==> src/rtl/sram_arb_2p.sv <==
// rtl/sram_arb_2p.sv - two-port round-robin arbiter/sequencer for a 1-cycle-latency single-port SRAM.
// Optional build macro SRAM_ARB_FIXED_PRIO_EN: port 0 always wins conflicts (no rr_ptr).
module sram_arb_2p #(
  parameter int DATA_W = 64,
  parameter int ADDR_W = 6
) (
  input  logic              clk,
  input  logic              rst_n,
  input  logic              req0_valid,
  output logic              req0_ready,
  input  logic              req0_we,
  input  logic [ADDR_W-1:0] req0_addr,
  input  logic [DATA_W-1:0] req0_wdata,
  output logic              rsp0_valid,
  output logic [DATA_W-1:0] rsp0_rdata,
  input  logic              req1_valid,
  output logic              req1_ready,
  input  logic              req1_we,
  input  logic [ADDR_W-1:0] req1_addr,
  input  logic [DATA_W-1:0] req1_wdata,
  output logic              rsp1_valid,
  output logic [DATA_W-1:0] rsp1_rdata,
  output logic              mem_we,
  output logic [ADDR_W-1:0] mem_addr,
  output logic [DATA_W-1:0] mem_din,
  input  logic [DATA_W-1:0] mem_dout
);

  logic       gnt0;
  logic       gnt1;
  logic [1:0] rd_pend_q;
  logic [1:0] rd_pend_d;

`ifndef SRAM_ARB_FIXED_PRIO_EN
  logic rr_ptr_q;
  logic rr_ptr_d;
`endif

  // Grants are masked by rst_n so the SRAM sees no access while reset is held.
  always_comb begin
    gnt0 = 1'b0;
    gnt1 = 1'b0;
    if (rst_n) begin
`ifdef SRAM_ARB_FIXED_PRIO_EN
      gnt0 = req0_valid;
      gnt1 = req1_valid & ~req0_valid;
`else
      if (req0_valid && req1_valid) begin
        gnt0 = ~rr_ptr_q;
        gnt1 = rr_ptr_q;
      end else begin
        gnt0 = req0_valid;
        gnt1 = req1_valid;
      end
`endif
    end
  end

  always_comb begin
    req0_ready = gnt0;
    req1_ready = gnt1;
    mem_we     = 1'b0;
    mem_addr   = '0;
    mem_din    = '0;
    if (gnt0) begin
      mem_we   = req0_we;
      mem_addr = req0_addr;
      mem_din  = req0_wdata;
    end else if (gnt1) begin
      mem_we   = req1_we;
      mem_addr = req1_addr;
      mem_din  = req1_wdata;
    end
  end

  always_comb begin
    rd_pend_d = {gnt1 & ~req1_we, gnt0 & ~req0_we};
  end

`ifndef SRAM_ARB_FIXED_PRIO_EN
  // The port just served loses the next conflict.
  always_comb begin
    rr_ptr_d = rr_ptr_q;
    if (gnt0) begin
      rr_ptr_d = 1'b1;
    end else if (gnt1) begin
      rr_ptr_d = 1'b0;
    end
  end

  always_ff @(posedge clk or negedge rst_n) begin
    if (!rst_n) begin
      rr_ptr_q <= 1'b0;
    end else begin
      rr_ptr_q <= rr_ptr_d;
    end
  end
`endif

  always_ff @(posedge clk or negedge rst_n) begin
    if (!rst_n) begin
      rd_pend_q <= 2'b00;
    end else begin
      rd_pend_q <= rd_pend_d;
    end
  end

  always_comb begin
    rsp0_valid = rd_pend_q[0];
    rsp1_valid = rd_pend_q[1];
    rsp0_rdata = rd_pend_q[0] ? mem_dout : '0;
    rsp1_rdata = rd_pend_q[1] ? mem_dout : '0;
  end

endmodule

==> config.mk <==
export PLATFORM = sky130hd
export DESIGN_NAME = sram_arb_2p
export DESIGN_NICKNAME = d
export VERILOG_FILES = /design/src/rtl/sram_arb_2p.sv
export SDC_FILE = /design/constraint.sdc
export NUM_CORES = 1
export LEC_CHECK = 0
export CORE_AREA = 2 2 159 161
export CTS_CLUSTER_DIAMETER = 200
export DETAILED_ROUTE_END_ITERATION = 16
export DIE_AREA = 0 0 161 163
export GPL_TIMING_DRIVEN = 0
export SYNTH_ARGS = -nofsm -noshare
export SYNTH_HDL_FRONTEND = slang
export SYNTH_SLANG_ARGS = --single-unit
==> constraint.sdc <==
create_clock -name clk -period 2.15 [get_ports clk]
set_clock_uncertainty 0.15 [all_clocks]
set_input_delay 0.5375 -clock clk [delete_from_list [all_inputs] [get_ports clk]]
set_output_delay 0.5375 -clock clk [all_outputs]
set_load 0.02 [all_outputs]
# Word level (Yosys, flattened, before mapping)
# Index checks and enable logic that the tools add are counted.
# totals
ff_bits,3
# op_classes
muxes,14
bitwise,5
reduce_logical,2
# op_table
op,n
$mux W64,4
$mux W6,2
$mux W1,8
$not A1 Y1,3
$and A1 B1 Y1,2
$reduce_bool A2 Y1,1
$logic_and A1 B1 Y1,1

# Depth between registers and ports, before layout
# Gate-level depths: netlist (run 1).
# depth
depth_word,5
ltp_mapped,5
mapped_depth_nobuf,3

# Worst setup path before layout (run 1)
# Ideal clock, no wire load.
# synth_timing
path_kind,in2out
from,input rst_n
to,output mem_din[19]
t_arrival_ns,1.433
required_time_ns,1.462
setup_slack_ns,0.029
cell_stages,5
path_buffers,3
cell_sequence,buf_2 buf_4 buf_2 nand2_1 o22ai_1
# synth_between
elab_chain_cells,3
elab_cells_between_ends,4
# synth_lines
element,line_no,source
"start, declared",8,"input logic rst_n,"
$mux W1,43,if (rst_n) begin
$mux W64,69,end else if (gnt1) begin
$mux W64 *,65,if (gnt0) begin
"end, declared",25,"output logic [DATA_W-1:0] mem_din,"
# Every way passes the cells marked *; elsewhere a longest branch is shown, timed or not.

# Worst setup path in the final report (run 1)
# layout_timing
from,input req0_valid
to,output mem_din[21]
# layout_between
elab_chain_cells,5
elab_cells_between_ends,7
# layout_lines
element,line_no,source
"start, declared",9,"input logic req0_valid,"
$logic_and A1 B1 Y1,48,if (req0_valid && req1_valid) begin
$mux W1,48,
$mux W1,43,
$mux W64,69,
$mux W64 *,65,
# Marks and branches as above.

==> key figures, run 1 <==
Run status
  – Status: finished, violations left
  – Failing checks: negative setup slack

Die
  – Die width: 161 microns
  – DIE HEIGHT: 163 microns
  – Num ports: 413
  – Core Area: 0.0247 sq mm
  – Row cnt: 58
  – Die ar.: 0.0262 sq mm
  – Initial Util: 8.51%

CTS
  – TritonCTS buffer count: 3
  – CTS tree: done
  – Clock Sinks: 3
  – Clk_lat worst skew: 0.22 ns
  – H-tree levels: 1
  – Max clock buf depth: 2
  – Clock transition at path regs: 0.03 ns
  – Clk root buf: clkbuf_16

GRT
  – Antenna violations before repair: 1
  – Total grt overflow: 0
  – GRT Resource Usage Total: 14.2%
  – First-pass GRT wire length: 27800 microns
  – Largest net degree at the start of global routing: 11
  – Number of global-route vias before repair: 4355

Worst setup path
  – Signal arrival time at the worst endpoint: 1.48 ns
  – CP Data Required Time: 1.46 ns
  – Crit-path max FO: 8
  – R2R depth: 4
  – Crit path launch type: input port
  – Critical Path End Type: output pin
  – WS Path Type: in -> out

Final layout
  – Utilization after layout: 28.9%
  – Fraction of layout cells with a size suffix above 1: 38.2%
  – Reg area: 77.6 sq um
  – Final net count: 1046
  – Layout area overhead: 239%
  – Multi-input logic area: 0.00228 sq mm
  – Final instance area: 0.00713 sq mm
  – # diodes: 0
  – Non-filler cells, final: 1165
  – Commonest cells after routing, fill and taps aside: clkdlybuf4s50_1, nand2_1, and2_1
  – Commonest non-fill, non-tap cell in the layout: clkdlybuf4s50_1
  – Filler cells: 2741

Route
  – WL final: 21000 microns
  – Via density: 3.83
  – TritonRoute pass-1 iters: 4
  – DRT antenna net count: 0
  – DRT iter0 DRCs: 127
  – DRC: 0
  – Routed WL per cell: 18.0 microns
  – Detailed-route via count: 4458

STA
  – Final WS setup: -0.0143 ns
  – RSZ-0062 raised after global routing: yes
  – Fin. Hold Viols: 0
  – Finish-stage setup viols: 15
  – Least-Margin Pin Slew: 0.419 ns
  – Final critical-path required period: 2.16 ns
  – Final worst path period share: 101%
  – Final Max Tran Viols: 0
  – Peak Freq: 462 MHz
  – Slew HR: 71.9%

Place
  – Port Buf Inserts: 412
  – DP Area: 0.00664 sq mm
  – Placed cell count: 1141
  – GP Congestion: 0.838
  – Final HPWL from detailed placement: 17100 microns

Power and ir drop
  – Worst IR Drop VDD: 0.000137 V
  – Pwr per Cell Area: 285 mW/mm^2
  – Leakage: 0.00327 uW

Logic synthesis
  – Largest area contributor in the netlist: and2_1
  – Count of cell types in the netlist: 14
  – Cell count after synthesis: 399
  – Syn nets: 609
  – Register area share after synthesis: 3.57%
  – Top cell type's share of synthesized area: 38.1%
  – Warnings, synthesis: 0
  – Synth top area cells: and2_1, nand2_1, o22ai_1
  – Avg Inst Size Synth: 5.27 sq um
  – Syn Std Cell Area: 0.00210 sq mm
  – Post-synthesis register bit count: 3

Worst hold path
  – WHS Path Cells: 2
  – Hold Path Class: in -> reg

Job
  – Max-cap violations: 0
==> state kept, by name (all words and copies together) (netlist names) <==
| register | cells |
|---|---|
| rr_ptr_q | 1 |
| rd_pend_q | 2 |
==> layout make-up <==
type	count	share of cell area, %
tap	330	5.79
sequential	3	1.09
clock buffer	4	1.11
inverter	2	0.281
buffer	43	7.21
timing repair buffer	432	52.5
multi-input combinational	351	32.0
==> cell families (layout without fill, tap and decap cells) <==
group | Yosys count | in the layout | share of synthesized area (%)
AO/OA/AOI/OAI | 74 | 74 | 22.1
buffers and inverters | 46 | 481 | 9.65
flip-flops | 3 | 3 | 3.57
AND/OR/NAND/NOR | 276 | 277 | 64.7
==> per-stage QoR <==
stage / total power, uW / setup TNS [ns] / hold slack (ns) / setup WS [ns]
2_1_floorplan: 614 / 0 / 0.0919 / 0.0292
6_report: 2030 / -0.139 / 0.414 / -0.0143
3_3_place_gp: 1490 / -176.67 / 0.369 / -1.56
5_1_grt: 2140 / -0.919 / 0.420 / -0.0504
4_1_cts: 1920 / -5.88 / 0.410 / -0.195
3_5_place_dp: 1490 / -178.59 / 0.384 / -1.56
==> final timing paths <==
check	slack [ns]	from	endpoint
max in group asynchronous	1.12	rst_n	rd_pend_q[1]$_DFF_PN0_
min	0.41	req1_valid	rr_ptr_q$_DFFE_PN0P_
max	-0.01	req0_valid	mem_din[21]
min in group asynchronous	0.55	rst_n	rr_ptr_q$_DFFE_PN0P_
min reg2reg	0.52	rr_ptr_q$_DFFE_PN0P_	rr_ptr_q$_DFFE_PN0P_
max reg2reg	0.71	rr_ptr_q$_DFFE_PN0P_	rd_pend_q[1]$_DFF_PN0_
==> repair_timing <==
| item | in CTS | in global routing |
|---|---|---|
| pin swaps | 10 | 21 |
| setup buffers | 9 | 6 |
| hold endpoints to repair | 3 | 0 |
| hold buffers | 1 | 0 |
| resized for setup | 778 | 271 |
| gates cloned | 5 | 1 |
| endpoints found under the setup margin | 204 | 166 |
==> where the power goes <==
group	leakage [uW]	internal [uW]	switching, uW	total (uW)
registers	0.0000359	63.1	9.53	72.7
clock network	0.0000382	245	48.8	293
logic	0.00320	875	793	1670
total	0.00327	1180	851	2030
==> per-layer routing <==
layer / wire length (microns) / global-route usage [%] / up-vias / share of wire [%]
met5: 13 / 0 / - / 0.062
met3: 1750 / 3.90 / 16 / 8.3
met2: 11100 / 27.5 / 262 / 53
li1: - / - / 2190 / -
met4: 363 / 3.25 / 2 / 1.7
met1: 7810 / 15.3 / 1988 / 37
==> Yosys cell counts <==
cell type  count
a21oi_1        1
and2_1       128
nor2_1         2
o22ai_1       71
o21ai_2        1
clkbuf_1      20
buf_1          2
a31oi_1        1
dfrtp_1        3
buf_4          1
nor3_1         2
nand2_1      144
buf_2         21
inv_1          2
==> critical path, stage by stage <==
cell and delay (ns):
buf_12 0.09, clkinv_8 0.04, o21ai_4 0.15, buf_12 0.17, buf_8 0.13, buf_12 0.13
o22ai_4 0.07, buf_6 0.14
No activity file was read; power rests on OpenSTA's default activity.
==> run 2: changes to the inputs <==
==> constraint.sdc (replaced) <==
create_clock -name clk -period 2.1 [get_ports clk]
set_clock_uncertainty 0.15 [all_clocks]
set_input_delay 0.525 -clock clk [delete_from_list [all_inputs] [get_ports clk]]
set_output_delay 0.525 -clock clk [all_outputs]
set_load 0.02 [all_outputs]
==> run 2 against run 1 <==
The run still ends with negative setup slack left. Critical path depth up 1. Power up 19%. Clock power up 2%. Worst setup slack worse by 0.099 ns. Wire length up 3.5%. Combinational power up 23%. Non-clock buffer count up 19. Utilization up 4.2 points. Critical path type unchanged. Largest power group unchanged. Clock-buffer cell count unchanged. Register-to-register slack worse by 0.08 ns.
==> key figures, run 2 (synthesis gave the netlist of run 1 again) <==
CTS
  – CTS tree: done
  – Clock transition at path regs: 0.03 ns
  – Clock Sinks: 3
  – TritonCTS buffer count: 3
  – Clk_lat worst skew: 0.22 ns
  – Clk root buf: clkbuf_16
  – Max clock buf depth: 2
  – H-tree levels: 1

Power and ir drop
  – Worst IR Drop VDD: 0.000176 V
  – Pwr per Cell Area: 297 mW/mm^2
  – Leakage: 0.00350 uW

STA
  – Final Max Tran Viols: 0
  – RSZ-0062 raised after global routing: yes
  – Slew HR: 72.3%
  – Least-Margin Pin Slew: 0.412 ns
  – Fin. Hold Viols: 0
  – Final WS setup: -0.113 ns
  – Final worst path period share: 105%
  – Final critical-path required period: 2.21 ns
  – Peak Freq: 452 MHz
  – Finish-stage setup viols: 51
  – Setup TNS: -1.99 ns

GRT
  – GR Util met2: 29.7%
  – Antenna violations before repair: 0
  – Number of global-route vias before repair: 4747
  – GRT busiest layer: met2
  – Total grt overflow: 0
  – GRT Resource Usage Total: 15.4%
  – Met3 usage: 4.10%
  – First-pass GRT wire length: 30300 microns
  – Met1 GRT Util: 16.6%
  – Largest net degree at the start of global routing: 11

Final layout
  – Final net count: 1065
  – # diodes: 0
  – Reg with most FFs: rd_pend_q
  – Final instance area: 0.00816 sq mm
  – Commonest cells after routing, fill and taps aside: clkdlybuf4s50_1, and2_1, nand2_1
  – Fraction of layout cells with a size suffix above 1: 43.9%
  – Non-filler cells, final: 1184
  – Max reg flops: 2
  – Utilization after layout: 33.1%
  – Layout area overhead: 289%
  – Biggest regs: rd_pend_q: 2 flops, rr_ptr_q: 1 flops
  – Commonest non-fill, non-tap cell in the layout: clkdlybuf4s50_1

Place
  – Placed cell count: 1141
  – Port Buf Inserts: 412
  – Final HPWL from detailed placement: 17100 microns
  – Pre-CTS WS: -1.59 ns
  – GP Congestion: 0.838
  – DP Area: 0.00664 sq mm

Worst setup path
  – Max stage delay on crit path: 0.15 ns
  – CP Data Required Time: 1.42 ns
  – WS Path Type: in -> out
  – Crit path launch type: input port
  – CP cell instances: buf_12 -> clkinv_8 -> o21ai_4 -> buf_6 -> buf_8 -> buf_16 -> buf_6 -> o22ai_4 -> buf_6
  – Signal arrival time at the worst endpoint: 1.54 ns
  – Most frequent CP cell: buf_6
  – Crit-path max FO: 5
  – Critical Path End Type: output pin
  – CP max-delay cell: o22ai_4

Die
  – Num ports: 413
  – Initial Util: 8.51%
  – Row cnt: 58
  – Core Area: 0.0247 sq mm
  – DIE HEIGHT: 163 microns
  – Die width: 161 microns
  – Die ar.: 0.0262 sq mm

Route
  – Via density: 3.87
  – Routed WL per cell: 18.4 microns
  – WL final: 21700 microns
  – DRC: 0
  – DRT antenna net count: 0
  – Detailed-route via count: 4582
  – TritonRoute pass-1 iters: 4
  – DRT iter0 DRCs: 101

Job
  – Max-cap violations: 0

Run status
  – Failing checks: negative setup slack
  – Status: finished, violations left

Worst hold path
  – Hold Path Class: in -> reg
==> run 2: changes by cell type in the layout (fill, tap and decap cells not counted), moves of 8 or more <==
| cell | before | now |
|---|---|---|
| clkbuf_2 | 78 | 5 |
| clkdlybuf4s15_2 | 4 | 43 |
| buf_6 | 40 | 72 |
| o22ai_1 | 29 | 7 |
| buf_2 | 53 | 74 |
| o22ai_4 | 19 | 40 |
| buf_4 | 48 | 37 |
| nand2_1 | 134 | 125 |
| buf_12 | 9 | 17 |
| clkdlybuf4s50_1 | 203 | 195 |
| nand2_2 | 8 | 16 |
==> run 2: final timing paths <==
kind	start	endpoint	slack [ns]	cells after the start
min in group asynchronous	rst_n	rr_ptr_q$_DFFE_PN0P_	0.54	2
setup reg to reg	rr_ptr_q$_DFFE_PN0P_	rd_pend_q[0]$_DFF_PN0_	0.63	5
hold reg to reg	rr_ptr_q$_DFFE_PN0P_	rr_ptr_q$_DFFE_PN0P_	0.68	4
max in group asynchronous	rst_n	rd_pend_q[1]$_DFF_PN0_	1.08	2
hold / removal	req1_valid	rr_ptr_q$_DFFE_PN0P_	0.38	2
setup / recovery	req0_valid	mem_din[2]	-0.11	9
==> run 2: power breakdown <==
group	switching [uW]	internal [uW]
clock	50.0	250
combinational	938	1120
sequential	6.77	64.6
total	995	1430
==> run 2: what timing repair did <==
item                                    in CTS  in global routing
hold buffers                                 1                  0
endpoints found under the setup margin     204                148
setup buffers                               27                  7
cloned                                      11                  0
resized for setup                         1140                100
endpoints found under the hold margin        3                  0
pin swaps                                   47                 11
==> run 2: area by class of cell <==
class / count / area (sq um)
inverters: 2 / 20.0
well taps: 330 / 413
fillers: 2631 / 16500
flip-flops and latches: 3 / 77.6
plain buffers: 42 / 552
multi-input cells: 351 / 2620
clock buffers: 4 / 78.8
repair buffers: 452 / 4400
==> run 2: worst max-delay path: cells and delay by family <==
kind,cells,cell delay [ns]
AOI/OAI and AO/OA,2,0.21
buffers and inverters,7,0.79
==> run 2: stage by stage <==
step                      power [uW]  hold WS [ns]
final                           2430         0.385
after global routing            2550         0.390
after CTS                       2400         0.377
after detailed placement        1530         0.384
after global placement          1530         0.369
after floorplan                  629        0.0794
==> run 2: routing by layer <==
metal	vias up	routed length, microns
met1	2078	8100
met4	0	382
met3	18	1810
met5	-	0
met2	256	11400
li1	2230	-
